--- src/rtl/mem_arb_pkg.sv ---
// Shared types for the memory port arbiter: FSM states, request source and
// the memory request bundle.
package mem_arb_pkg;

    localparam int MEM_ADDR_W = 32;
    localparam int MEM_DATA_W = 32;
    localparam int MEM_STRB_W = MEM_DATA_W / 8;

    typedef enum logic [2:0] {
        IDLE   = 3'd0,
        I_ADDR = 3'd1,
        I_DATA = 3'd2,
        D_ADDR = 3'd3,
        D_DATA = 3'd4
    } arb_state_t;

    typedef enum logic {
        SRC_I = 1'b0,
        SRC_D = 1'b1
    } arb_src_t;

    typedef struct packed {
        logic                  valid;
        logic                  write;
        logic [MEM_STRB_W-1:0] strobe;
        logic [MEM_ADDR_W-1:0] addr;
        logic [MEM_DATA_W-1:0] wdata;
    } mem_req_t;

endpackage

--- src/rtl/arb_grant_sel.sv ---
// Picks which requester gets the memory port next.
// MEM_ARB_RR_EN selects round-robin on contention; otherwise D always beats I.
module arb_grant_sel
    import mem_arb_pkg::*;
(
    input  logic     i_valid,
    input  logic     d_valid,
`ifdef MEM_ARB_RR_EN
    input  arb_src_t last_grant,
`endif
    output logic     any_valid,
    output arb_src_t next_src
);

    always_comb begin
        any_valid = i_valid | d_valid;
`ifdef MEM_ARB_RR_EN
        if (i_valid && d_valid) begin
            next_src = (last_grant == SRC_I) ? SRC_D : SRC_I;
        end else begin
            next_src = d_valid ? SRC_D : SRC_I;
        end
`else
        next_src = d_valid ? SRC_D : SRC_I;
`endif
    end

endmodule

--- src/rtl/mem_port_arbiter.sv ---
// Shares one memory port between instruction fetch (I) and load/store (D),
// one transaction at a time. MEM_ARB_RR_EN enables round-robin arbitration.
//
// state  | meaning
// IDLE   | no transaction; arbitrate and register the grant
// I_ADDR | fetch address phase, m_valid high until m_addr_ok
// I_DATA | fetch waiting for m_data_ok
// D_ADDR | load/store address phase, m_valid high until m_addr_ok
// D_DATA | load/store waiting for m_data_ok
module mem_port_arbiter
    import mem_arb_pkg::*;
#(
    // Widths must match the mem_arb_pkg request bundle.
    parameter int ADDR_W = MEM_ADDR_W,
    parameter int DATA_W = MEM_DATA_W
) (
    input  logic                clk,
    input  logic                resetn,
    input  logic                i_valid,
    input  logic [ADDR_W-1:0]   i_addr,
    output logic [DATA_W-1:0]   i_rdata,
    output logic                i_ok,
    input  logic                d_valid,
    input  logic                d_write,
    input  logic [DATA_W/8-1:0] d_strobe,
    input  logic [ADDR_W-1:0]   d_addr,
    input  logic [DATA_W-1:0]   d_wdata,
    output logic [DATA_W-1:0]   d_rdata,
    output logic                d_ok,
    output logic                m_valid,
    output logic                m_write,
    output logic [DATA_W/8-1:0] m_strobe,
    output logic [ADDR_W-1:0]   m_addr,
    output logic [DATA_W-1:0]   m_wdata,
    input  logic                m_addr_ok,
    input  logic                m_data_ok,
    input  logic [DATA_W-1:0]   m_rdata
);

    arb_state_t state, state_nxt;
    arb_src_t   src_q, next_src;
    logic       any_valid;
    logic       done;
    logic       is_addr;
    mem_req_t   req;

`ifdef MEM_ARB_RR_EN
    arb_src_t   last_grant;

    always_ff @(posedge clk or negedge resetn) begin
        if (!resetn) begin
            last_grant <= SRC_I;
        end else if (state == IDLE && any_valid) begin
            last_grant <= next_src;
        end
    end
`endif

    arb_grant_sel u_grant_sel (
        .i_valid    (i_valid),
        .d_valid    (d_valid),
`ifdef MEM_ARB_RR_EN
        .last_grant (last_grant),
`endif
        .any_valid  (any_valid),
        .next_src   (next_src)
    );

    always_ff @(posedge clk or negedge resetn) begin
        if (!resetn) begin
            state <= IDLE;
            src_q <= SRC_I;
        end else begin
            state <= state_nxt;
            if (state == IDLE && any_valid) begin
                src_q <= next_src;
            end
        end
    end

    // A data_ok together with addr_ok finishes the transaction without a data phase.
    always_comb begin
        state_nxt = state;
        done      = 1'b0;
        case (state)
            IDLE: begin
                if (any_valid) begin
                    state_nxt = (next_src == SRC_D) ? D_ADDR : I_ADDR;
                end
            end
            I_ADDR, D_ADDR: begin
                if (m_addr_ok) begin
                    if (m_data_ok) begin
                        done      = 1'b1;
                        state_nxt = IDLE;
                    end else begin
                        state_nxt = (state == I_ADDR) ? I_DATA : D_DATA;
                    end
                end
            end
            I_DATA, D_DATA: begin
                if (m_data_ok) begin
                    done      = 1'b1;
                    state_nxt = IDLE;
                end
            end
            default: state_nxt = IDLE;
        endcase
    end

    always_comb begin
        i_ok    = done && (src_q == SRC_I);
        d_ok    = done && (src_q == SRC_D);
        i_rdata = i_ok ? m_rdata : '0;
        d_rdata = d_ok ? m_rdata : '0;
    end

    assign is_addr = (state == I_ADDR) || (state == D_ADDR);

    // Fetches and loads never carry strobes or write data onto the bus.
    always_comb begin
        req = '0;
        if (is_addr) begin
            req.valid = 1'b1;
            if (src_q == SRC_D) begin
                req.write  = d_write;
                req.strobe = d_write ? d_strobe : '0;
                req.addr   = d_addr;
                req.wdata  = d_write ? d_wdata : '0;
            end else begin
                req.addr   = i_addr;
            end
        end
    end

    assign m_valid  = req.valid;
    assign m_write  = req.write;
    assign m_strobe = req.strobe;
    assign m_addr   = req.addr;
    assign m_wdata  = req.wdata;

    a_no_stray_data_ok: assert property (@(posedge clk) disable iff (!resetn)
        m_data_ok |-> ((state == I_DATA) || (state == D_DATA) || (is_addr && m_addr_ok)));

    a_i_held: assert property (@(posedge clk) disable iff (!resetn)
        ((state == I_ADDR) || (state == I_DATA)) |-> i_valid);

    a_d_held: assert property (@(posedge clk) disable iff (!resetn)
        ((state == D_ADDR) || (state == D_DATA)) |-> d_valid);

endmodule

--- config.mk ---
export PLATFORM = sky130hd
export DESIGN_NAME = mem_port_arbiter
export DESIGN_NICKNAME = d
export VERILOG_FILES = /design/src/rtl/mem_arb_pkg.sv /design/src/rtl/arb_grant_sel.sv /design/src/rtl/mem_port_arbiter.sv
export SDC_FILE = /design/constraint.sdc
export NUM_CORES = 1
export LEC_CHECK = 0
export BUFFER_PORTS_ARGS = -buffer_cell sky130_fd_sc_hd__buf_4
export CORE_AREA = 5 5 104 106
export CTS_BUF_LIST = sky130_fd_sc_hd__clkbuf_8
export DETAILED_ROUTE_END_ITERATION = 12
export DIE_AREA = 0 0 109 111
export GPL_ROUTABILITY_DRIVEN = 0
export SLEW_MARGIN = 25
export SYNTH_ARGS = -nofsm -noshare
export SYNTH_HDL_FRONTEND = slang
export SYNTH_SLANG_ARGS = --single-unit
--- constraint.sdc ---
create_clock -name clk -period 2.4 [get_ports clk]
set_clock_uncertainty 0.2 [all_clocks]
set_input_delay 0.24 -clock clk [delete_from_list [all_inputs] [get_ports clk]]
set_output_delay 0.24 -clock clk [all_outputs]
set_load 0.03 [all_outputs]
==> results of run 1 <==
==> final timing paths <==
check	start	end	slack, ns	cells after the start
min reg2reg	state[2]$_DFFE_PN0P_	state[0]$_DFFE_PN0P_	0.38	2
min in group asynchronous	resetn	src_q$_DFFE_PN0P_	0.16	2
max	state[0]$_DFFE_PN0P_	i_rdata[3]	0.05	7
max in group asynchronous	resetn	src_q$_DFFE_PN0P_	1.73	2
min	m_data_ok	state[2]$_DFFE_PN0P_	0.04	2
max reg2reg	state[0]$_DFFE_PN0P_	state[2]$_DFFE_PN0P_	0.94	6
==> power by group through the flow <==
stage | clock network (W) | logic, W | registers [W]
final | 0.000145 | 0.00335 | 0.000146
after detailed placement | 0 | 0.00308 | 0.000138
after global routing | 0.000154 | 0.00356 | 0.000153
after CTS | 0.000148 | 0.00315 | 0.000140
after floorplan | 0 | 0.00206 | 0.000104
after global placement | 0 | 0.00307 | 0.000135
==> area by class of cell <==
cell class | instances | area [sq um] | share of cell area
multi-input cells | 190 | 1313 | 0.3358
clock inverters | 1 | 3.754 | 0.0009603
repair buffers | 287 | 2276 | 0.5823
well taps | 133 | 166.4 | 0.04257
inverters | 2 | 7.507 | 0.001921
clock buffers | 3 | 41.29 | 0.01056
flip-flops and latches | 4 | 101.3 | 0.02593
==> cells by family (layout without fill, tap and decap cells) <==
logic type,count (synthesis),count (layout),share of synthesized area
compound gates,8,9,0.06302
xor+xnor,1,1,0.005805
buf+inv,22,293,0.09950
flops,4,4,0.06634
mux,32,32,0.2123
simple gates,148,148,0.5531
==> synth_stat cells (all sizes together) <==
cell type | n | area (sq um)
dfrtp | 4 | 100.1
a32oi | 1 | 8.760
a211oi | 1 | 7.510
nor2 | 35 | 131.4
nand2 | 4 | 15.01
and3 | 1 | 6.260
or3b | 1 | 11.26
a21oi | 3 | 15.01
or3 | 1 | 6.260
or2 | 1 | 6.260
a22o | 1 | 8.760
nand3b | 1 | 7.510
mux2i | 32 | 320.3
and2 | 100 | 625.6
o32ai | 2 | 55.05
nor3 | 1 | 5.000
xnor2 | 1 | 8.760
inv | 2 | 7.500
nor3b | 1 | 7.510
nand2b | 2 | 12.51
buf | 17 | 131.4
clkbuf | 3 | 11.26
==> critical path, stage by stage (launching register included) <==
cell,delay [ns]
dfrtp_1,0.37
buf_4,0.16
or3b_4,0.40
o32ai_4,0.15
buf_12,0.17
clkbuf_16,0.16
and2_1,0.13
buf_4,0.15
==> registers in the layout, summed over array words and instances, names as in the netlist <==
signal,flops
src_q,1
state,3
==> through the flow <==
step	hold WS, ns	util
after global routing	0.03895	0.4036
after detailed placement	-0.1593	0.3767
after CTS	0.03368	0.3853
after floorplan	-0.2556	-
final	0.03654	0.4036
after global placement	-0.1618	0.3767
==> metal layers <==
layer / vias up / track usage / share of wire
li1: 1229 / - / -
met1: 1054 / 0.1360 / 0.32
met2: 175 / 0.2588 / 0.52
met3: 8 / 0.04776 / 0.15
met4: 0 / 0.02525 / 0.015
met5: - / 0 / 0
==> timing repair <==
item                                    in CTS  in global routing
gates resized for setup                      2                 10
cloned                                       1                  3
hold buffers                                 1                  0
pin swaps                                    1                  1
endpoints found under the setup margin      33                102
buffers inserted                             0                  3
endpoints found under the hold margin        4                  0
==> impl_metrics.py, run 1 <==
metrics = {
    "status": {
        "outcome": "completed",
    },
    "route": {
        "vias_per_cell": 3.977,
        "ant_nets": 0,
        "drc": 0,
        "drtIter0Drc": 106,
        "wl_per_cell_um": 14.85,
        "dr.pass1.iters": 4,
        "num_vias": 2466,
        "routed_wl_um": 9205,
    },
    "power": {
        "seqPwrFrac": 0.040,
        "p_comb_frac": 0.920,
        "intPower_w": 0.001632,
        "p_switching_w": 0.002013,
        "p_clk_frac": 0.040,
        "ir_drop_uv": 429.0,
        "power.leakage_nw": 2.191,
        "switching_share": 0.5523,
        "p_total_w": 0.003645,
        "power.density_mw_per_mm2": 932.4,
    },
    "placement": {
        "dp_slack_ns": 0.09750,
        "place_area_sq_mm": 0.003649,
        "numPortBuffers": 274,
        "dp_hpwl_um": 7470,
        "dp_cells": 608,
    },
    "global_route": {
        "antenna_found_initial": 0,
        "grt_max_degree": 38,
        "grt_pass1_wl_um": 13060,
        "track_usage": 0.1344,
        "grt-ovfl-total": 0,
        "grt_pass1_vias": 2488,
    },
    "flow_run": {
        "cap_violations": 0,
    },
    "floorplanning": {
        "die_h_um": 111,
        "die_area_sq_mm": 0.01210,
        "pin_count": 275,
        "std_cell_rows": 36,
        "start_util": 0.1558,
        "core-area_sq_mm": 0.009684,
        "die_w_um": 109,
    },
    "yosys": {
        "synth_warnings": 0,
        "avgSynthCellArea_sq_um": 7.018,
        "ys_seq_area_frac": 0.06633,
        "syn_inst": 215,
        "synth_seq_cells": 4,
        "netlist_area_sq_mm": 0.001509,
        "yosysUniqueCellTypes": 25,
        "synth_nets": 354,
    },
    "timing": {
        "finalSetupViolations": 0,
        "layout_setup_ws_ns": 0.05423,
        "hold_viol_final": 0,
        "relSlewSlack": 0.6255,
        "tightestPinTransition_ns": 0.5618,
        "finalSetupTns_ns": 0,
        "min_period_over_period": 0.9774,
        "max_freq_mhz": 426.3,
        "final_max_slew_viol_count": 0,
        "fin_crit_ns": 2.346,
    },
    "clock_network": {
        "clkSlewWorstSetupHoldPaths_ns": 0.03,
        "htreeDepth": 1,
        "clock_latency_ns": 0.22,
        "numClockSinks": 4,
        "cts.path.max_buffers": 2,
        "cts_tree": "built",
        "cts_buffers": 3,
        "root_buffer": "clkbuf_8",
    },
    "worst_setup_path": {
        "worstPathMaxFanout": 16,
        "cp.arrival_ns": 1.91,
        "cp-end-kind": "primary output",
        "cp-start-kind": "register",
        "crit_required_ns": 1.96,
        "critical_path_class": "register to primary output",
    },
    "layout": {
        "layout.cells.non_filler": 620,
        "areaGrowthSynthToFinish_pct": 159.0,
        "final_nets": 627,
        "drive_above_1_share": 0.6119,
        "fillers": 976,
        "final_common_cell": "buf_4",
        "design_area_sq_mm": 0.003909,
        "n_antenna_cell": 0,
        "layout_common_cells": "277 x buf_4, 100 x and2_1, 35 x nor2_1",
    },
    "min_path": {
        "worstHoldPathType": "input pin to register",
    },
}
No activity file was read; power rests on OpenSTA's default activity.
==> inputs of run 2 (changes only) <==
--- a/config.mk
+++ b/config.mk
@@ -11,6 +11,7 @@
 export DETAILED_ROUTE_END_ITERATION = 12
 export DIE_AREA = 0 0 109 111
 export GPL_ROUTABILITY_DRIVEN = 0
+export PLACE_DENSITY_LB_ADDON = 0.15
 export SLEW_MARGIN = 25
 export SYNTH_ARGS = -nofsm -noshare
 export SYNTH_HDL_FRONTEND = slang
==> constraint.sdc (replaced) <==
create_clock -name clk -period 2.36 [get_ports clk]
set_clock_uncertainty 0.2 [all_clocks]
set_input_delay 0.236 -clock clk [delete_from_list [all_inputs] [get_ports clk]]
set_output_delay 0.236 -clock clk [all_outputs]
set_load 0.01 [all_outputs]
==> impl_metrics.py, run 2 (synthesis gave the netlist of run 1 again) <==
metrics = {
    "status": {
        "outcome": "completed",
    },
    "floorplanning": {
        "die_area_sq_mm": 0.01210,
        "std_cell_rows": 36,
        "core-area_sq_mm": 0.009684,
        "die_w_um": 109,
        "die_h_um": 111,
        "pin_count": 275,
        "start_util": 0.1558,
    },
    "worst_setup_path": {
        "critical_path.startpoint": "state[0]$_DFFE_PN0P_",
        "path_cells": "buf_6 > or3b_4 > o32ai_4 > buf_12 > and2_1 > buf_4",
        "timing.rr.start": "state[1]$_DFFE_PN0P_",
        "crit_path_max_incr_delay_ns": 0.41,
        "critical_path_class": "register to primary output",
        "critical_path.top_delay_family": "simple AND/OR/NAND/NOR gates",
        "cp-end-kind": "primary output",
        "crit_slowest_cell": "dfrtp_1",
        "crit_buf_inv": 3,
        "worstPathMaxFanout": 33,
        "crit_required_ns": 1.92,
        "cp.arrival_ns": 1.80,
        "cp-start-kind": "register",
    },
    "power": {
        "power.leakage_nw": 2.148,
        "p_total_w": 0.002774,
        "ir_drop_uv": 233.3,
        "power.density_mw_per_mm2": 729.4,
    },
    "route": {
        "vias_per_cell": 3.906,
        "drtIter0Drc": 111,
        "wl_per_cell_um": 13.81,
        "wl_met3_um": 859,
        "drt-met1-wl_um": 2731,
        "ant_nets": 0,
        "drc": 0,
        "num_vias": 2410,
        "dr_wl_met2_um": 4888,
        "dr.pass1.iters": 4,
        "routed_wl_um": 8523,
        "top_layer": "met4",
    },
    "timing": {
        "rsz0062_at_grt": "false",
        "tightestPinTransition_ns": 0.5871,
        "hold_viol_final": 0,
        "min_period_over_period": 0.9488,
        "final_max_slew_viol_count": 0,
        "relSlewSlack": 0.6086,
        "fin_crit_ns": 2.239,
        "finalSetupViolations": 0,
        "max_freq_mhz": 446.6,
    },
    "flow_run": {
        "cap_violations": 0,
    },
    "layout": {
        "layout_common_cells": "279 x buf_4, 100 x and2_1, 35 x nor2_1",
        "regMostFlops": "state",
        "fin_util": 0.3926,
        "drive_above_1_share": 0.6116,
        "final_common_cell": "buf_4",
        "largestRegisters": "state x3, src_q x1",
        "final_nets": 624,
        "n_antenna_cell": 0,
        "areaGrowthSynthToFinish_pct": 152.0,
        "largest_reg_flops": 3,
        "design_area_sq_mm": 0.003802,
    },
    "global_route": {
        "grt_max_degree": 38,
        "grt_pass1_wl_um": 12250,
        "grt-ovfl-total": 0,
        "antenna_found_initial": 0,
        "grt_pass1_vias": 2428,
        "track_usage": 0.1248,
    },
    "placement": {
        "numPortBuffers": 274,
        "dp_hpwl_um": 7310,
        "place_area_sq_mm": 0.003664,
    },
    "clock_network": {
        "cts.path.max_buffers": 2,
        "cts_buffers": 3,
        "cts_tree": "built",
        "clock_latency_ns": 0.22,
        "root_buffer": "clkbuf_8",
        "htreeDepth": 1,
        "numClockSinks": 4,
        "clkSlewWorstSetupHoldPaths_ns": 0.03,
    },
    "min_path": {
        "min-delay-start": "m_data_ok",
        "worstHoldPathType": "input pin to register",
    },
}
-- run 2: cell types whose count changed in the layout (fill, tap and decap cells not counted) --
cell | before | now
buf_4 | 277 | 279
buf_6 | 1 | 2
buf_12 | 5 | 2
clkbuf_16 | 3 | 0
nand2_2 | 0 | 1
nand2_1 | 4 | 3
-- run 2: cell type report --
| class | instances | area [sq um] |
|---|---|---|
| clock buffers | 3 | 41.29 |
| clock inverters | 1 | 3.754 |
| fillers | 1025 | 5882 |
| inverters | 2 | 7.507 |
| multi-input cells | 190 | 1315 |
| flip-flops and latches | 4 | 101.3 |
| well taps | 133 | 166.4 |
| repair buffers | 284 | 2167 |
-- run 2: worst register-to-register path, cell delays in order (launching register included) --
cell      delay, ns
dfrtp_1        0.51
or2_2          0.35
a21oi_1        0.15
a211oi_1       0.06
-- run 2: layer usage --
metal,up-vias,GRT usage
li1,1222,-
met1,1059,0.1196
met2,123,0.2604
met3,6,0.03320
met4,0,0.01431
met5,-,0
-- run 2: final timing paths --
kind                                         to  slack, ns  cells after the start
max in group asynchronous     src_q$_DFFE_PN0P_       1.68                      2
min reg2reg                state[0]$_DFFE_PN0P_       0.39                      2
max                                 i_rdata[13]       0.12                      6
min in group asynchronous  state[2]$_DFFE_PN0P_       0.17                      2
min                        state[2]$_DFFE_PN0P_       0.03                      2
max reg2reg                state[1]$_DFFE_PN0P_       0.97                      3
-- run 2: report_power, final --
part,switching (W),leakage (nW),internal [W]
Sequential,0.0000592,0.0483,0.0000995
Clock,0.0000391,0.0269,0.000111
Combinational,0.00115,2.07,0.00131
-- run 2: through the flow --
| stage | setup slack [ns] | TNS (ns) | instances | hold WS (ns) |
|---|---|---|---|---|
| 2_1_floorplan | 0.4958 | 0 | 215 | -0.2596 |
| 3_3_place_gp | 0.2269 | 0 | 610 | -0.1637 |
| 3_5_place_dp | 0.1609 | 0 | 610 | -0.1609 |
| 4_1_cts | -0.005658 | -0.01396 | 615 | 0.02634 |
| 5_1_grt | 0.01283 | 0 | 617 | 0.03826 |
| 6_report | 0.1209 | 0 | 617 | 0.02881 |
-- run 2: timing repair --
item | CTS | global route
gates cloned | 0 | 1
setup buffers | 0 | 1
hold buffers | 1 | 0
pin swaps | 2 | 1
setup endpoints to repair | 32 | 68
hold endpoints to repair | 4 | 0
resized for setup | 3 | 4
==> inputs of run 3 (changes only) <==
--- a/config.mk
+++ b/config.mk
@@ -12,6 +12,7 @@
 export DIE_AREA = 0 0 109 111
 export GPL_ROUTABILITY_DRIVEN = 0
 export PLACE_DENSITY_LB_ADDON = 0.15
+export RECOVER_POWER = 50
 export SLEW_MARGIN = 25
 export SYNTH_ARGS = -nofsm -noshare
 export SYNTH_HDL_FRONTEND = slang
==> impl_metrics.py, run 3 (synthesis gave the netlist of run 1 again) <==
metrics = {
    "status": {
        "outcome": "completed",
    },
    "power": {
        "ir_drop_uv": 190.2,
        "power.density_mw_per_mm2": 708.2,
        "p_total_w": 0.002565,
        "power.leakage_nw": 1.963,
    },
    "route": {
        "drt-met1-wl_um": 2800,
        "wl_met3_um": 823,
        "dr_wl_met2_um": 4852,
        "num_vias": 2407,
        "drtIter0Drc": 137,
        "ant_nets": 0,
        "wl_per_cell_um": 13.81,
        "routed_wl_um": 8522,
        "top_layer": "met4",
        "drc": 0,
        "dr.pass1.iters": 4,
        "vias_per_cell": 3.901,
    },
    "layout": {
        "regMostFlops": "state",
        "largestRegisters": "state x3, src_q x1",
        "areaGrowthSynthToFinish_pct": 140.0,
        "drive_above_1_share": 0.5207,
        "final_common_cell": "buf_4",
        "largest_reg_flops": 3,
        "fillers": 1074,
        "layout.cells.non_filler": 617,
        "layout_common_cells": "236 x buf_4, 88 x and2_1, 42 x clkbuf_1",
        "multi_input_area_sq_mm": 0.001296,
        "seq_area_sq_um": 100.1,
        "final_nets": 624,
        "n_antenna_cell": 0,
    },
    "floorplanning": {
        "die_w_um": 109,
        "core-area_sq_mm": 0.009684,
        "std_cell_rows": 36,
        "die_h_um": 111,
        "pin_count": 275,
        "start_util": 0.1558,
        "die_area_sq_mm": 0.01210,
    },
    "clock_network": {
        "clock_latency_ns": 0.22,
        "cts_buffers": 3,
        "cts.path.max_buffers": 2,
        "clkSlewWorstSetupHoldPaths_ns": 0.03,
        "cts_tree": "built",
        "htreeDepth": 1,
        "numClockSinks": 4,
        "root_buffer": "clkbuf_8",
    },
    "worst_setup_path": {
        "crit_slowest_cell": "dfrtp_1",
        "cp-end-kind": "primary output",
        "crit_required_ns": 1.92,
        "crit_path_max_incr_delay_ns": 0.41,
        "crit_buf_inv": 3,
        "critical_path.top_delay_family": "simple AND/OR/NAND/NOR gates",
        "cp-start-kind": "register",
        "worstPathMaxFanout": 33,
        "critical_path_class": "register to primary output",
        "path_cells": "buf_6 > or3b_4 > o32ai_4 > buf_12 > and2_1 > clkbuf_1",
        "cp.arrival_ns": 1.82,
    },
    "timing": {
        "relSlewSlack": 0.5979,
        "finalSetupViolations": 0,
        "fin_crit_ns": 2.257,
        "layout_setup_ws_ns": 0.1031,
        "rsz0062_at_grt": "false",
        "min_period_over_period": 0.9563,
        "final_max_slew_viol_count": 0,
        "tightestPinTransition_ns": 0.6032,
        "hold_viol_final": 0,
        "max_freq_mhz": 443.1,
    },
    "placement": {
        "dp_slack_ns": 0.1609,
        "dp_cells": 610,
        "dp_hpwl_um": 7310,
        "numPortBuffers": 274,
    },
    "global_route": {
        "grt_max_degree": 38,
        "grt_pass1_wl_um": 12250,
        "grt_pass1_vias": 2428,
        "antenna_found_initial": 0,
        "grt-ovfl-total": 0,
        "track_usage": 0.1248,
    },
    "min_path": {
        "worstHoldPathType": "input pin to register",
    },
    "flow_run": {
        "cap_violations": 0,
    },
}
-- run 3: cell types whose count changed in the layout (fill, tap and decap cells not counted), sizes merged --
cell    delta
clkbuf    +43
buf       -43
-- run 3: metrics by stage --
| stage | setup TNS [ns] | cell area [sq um] | hold slack, ns | util |
|---|---|---|---|---|
| detailed placement | 0 | 3664 | -0.1609 | 0.3783 |
| finish | 0 | 3622 | 0.02966 | 0.3740 |
| global route | 0 | 3622 | 0.03826 | 0.3740 |
| global placement | 0 | 3664 | -0.1637 | 0.3783 |
| CTS | -0.01396 | 3732 | 0.02634 | 0.3854 |
| floorplan | 0 | 1509 | -0.2596 | - |
-- run 3: power by group --
group          switching, W  internal [W]  total [W]
Sequential        0.0000583     0.0000976   0.000156
Combinational       0.00113       0.00112    0.00226
Clock             0.0000388      0.000111   0.000150
-- run 3: per-layer routing --
metal / track usage / up-vias
met3: 0.03320 / 6
met1: 0.1196 / 1055
met2: 0.2604 / 123
met4: 0.01431 / 0
li1: - / 1223
met5: 0 / -
-- run 3: worst paths after layout --
kind	from	to	slack, ns	cells after the start
worst max-delay path	state[0]$_DFFE_PN0P_	i_rdata[5]	0.10	6
worst min-delay path	m_data_ok	state[2]$_DFFE_PN0P_	0.03	2
worst max register to register	state[1]$_DFFE_PN0P_	state[1]$_DFFE_PN0P_	0.97	3
worst min register to register	state[2]$_DFFE_PN0P_	state[0]$_DFFE_PN0P_	0.39	2
max in group asynchronous	resetn	state[0]$_DFFE_PN0P_	1.54	2
min in group asynchronous	resetn	state[2]$_DFFE_PN0P_	0.21	2
-- run 3: timing repair --
item | CTS | global route
pin swaps | 2 | 1
setup buffers | 0 | 1
hold endpoints to repair | 4 | 0
endpoints found under the setup margin | 32 | 68
gates cloned | 0 | 1
resized for setup | 3 | 4
hold buffers | 1 | 0
-- run 3: layout make-up --
type | count | area share
Timing Repair Buffer | 284 | 0.5541
Multi-Input combinational cell | 190 | 0.3579
Tap cell | 133 | 0.04594
Sequential cell | 4 | 0.02763
Clock buffer | 3 | 0.01140
Inverter | 2 | 0.002073
Clock inverter | 1 | 0.001036
-- run 3: worst reg2reg max path, stage by stage, from the launching register on --
cell	delay, ns
dfrtp_1	0.50
or2_2	0.35
a21oi_1	0.15
a211oi_1	0.06
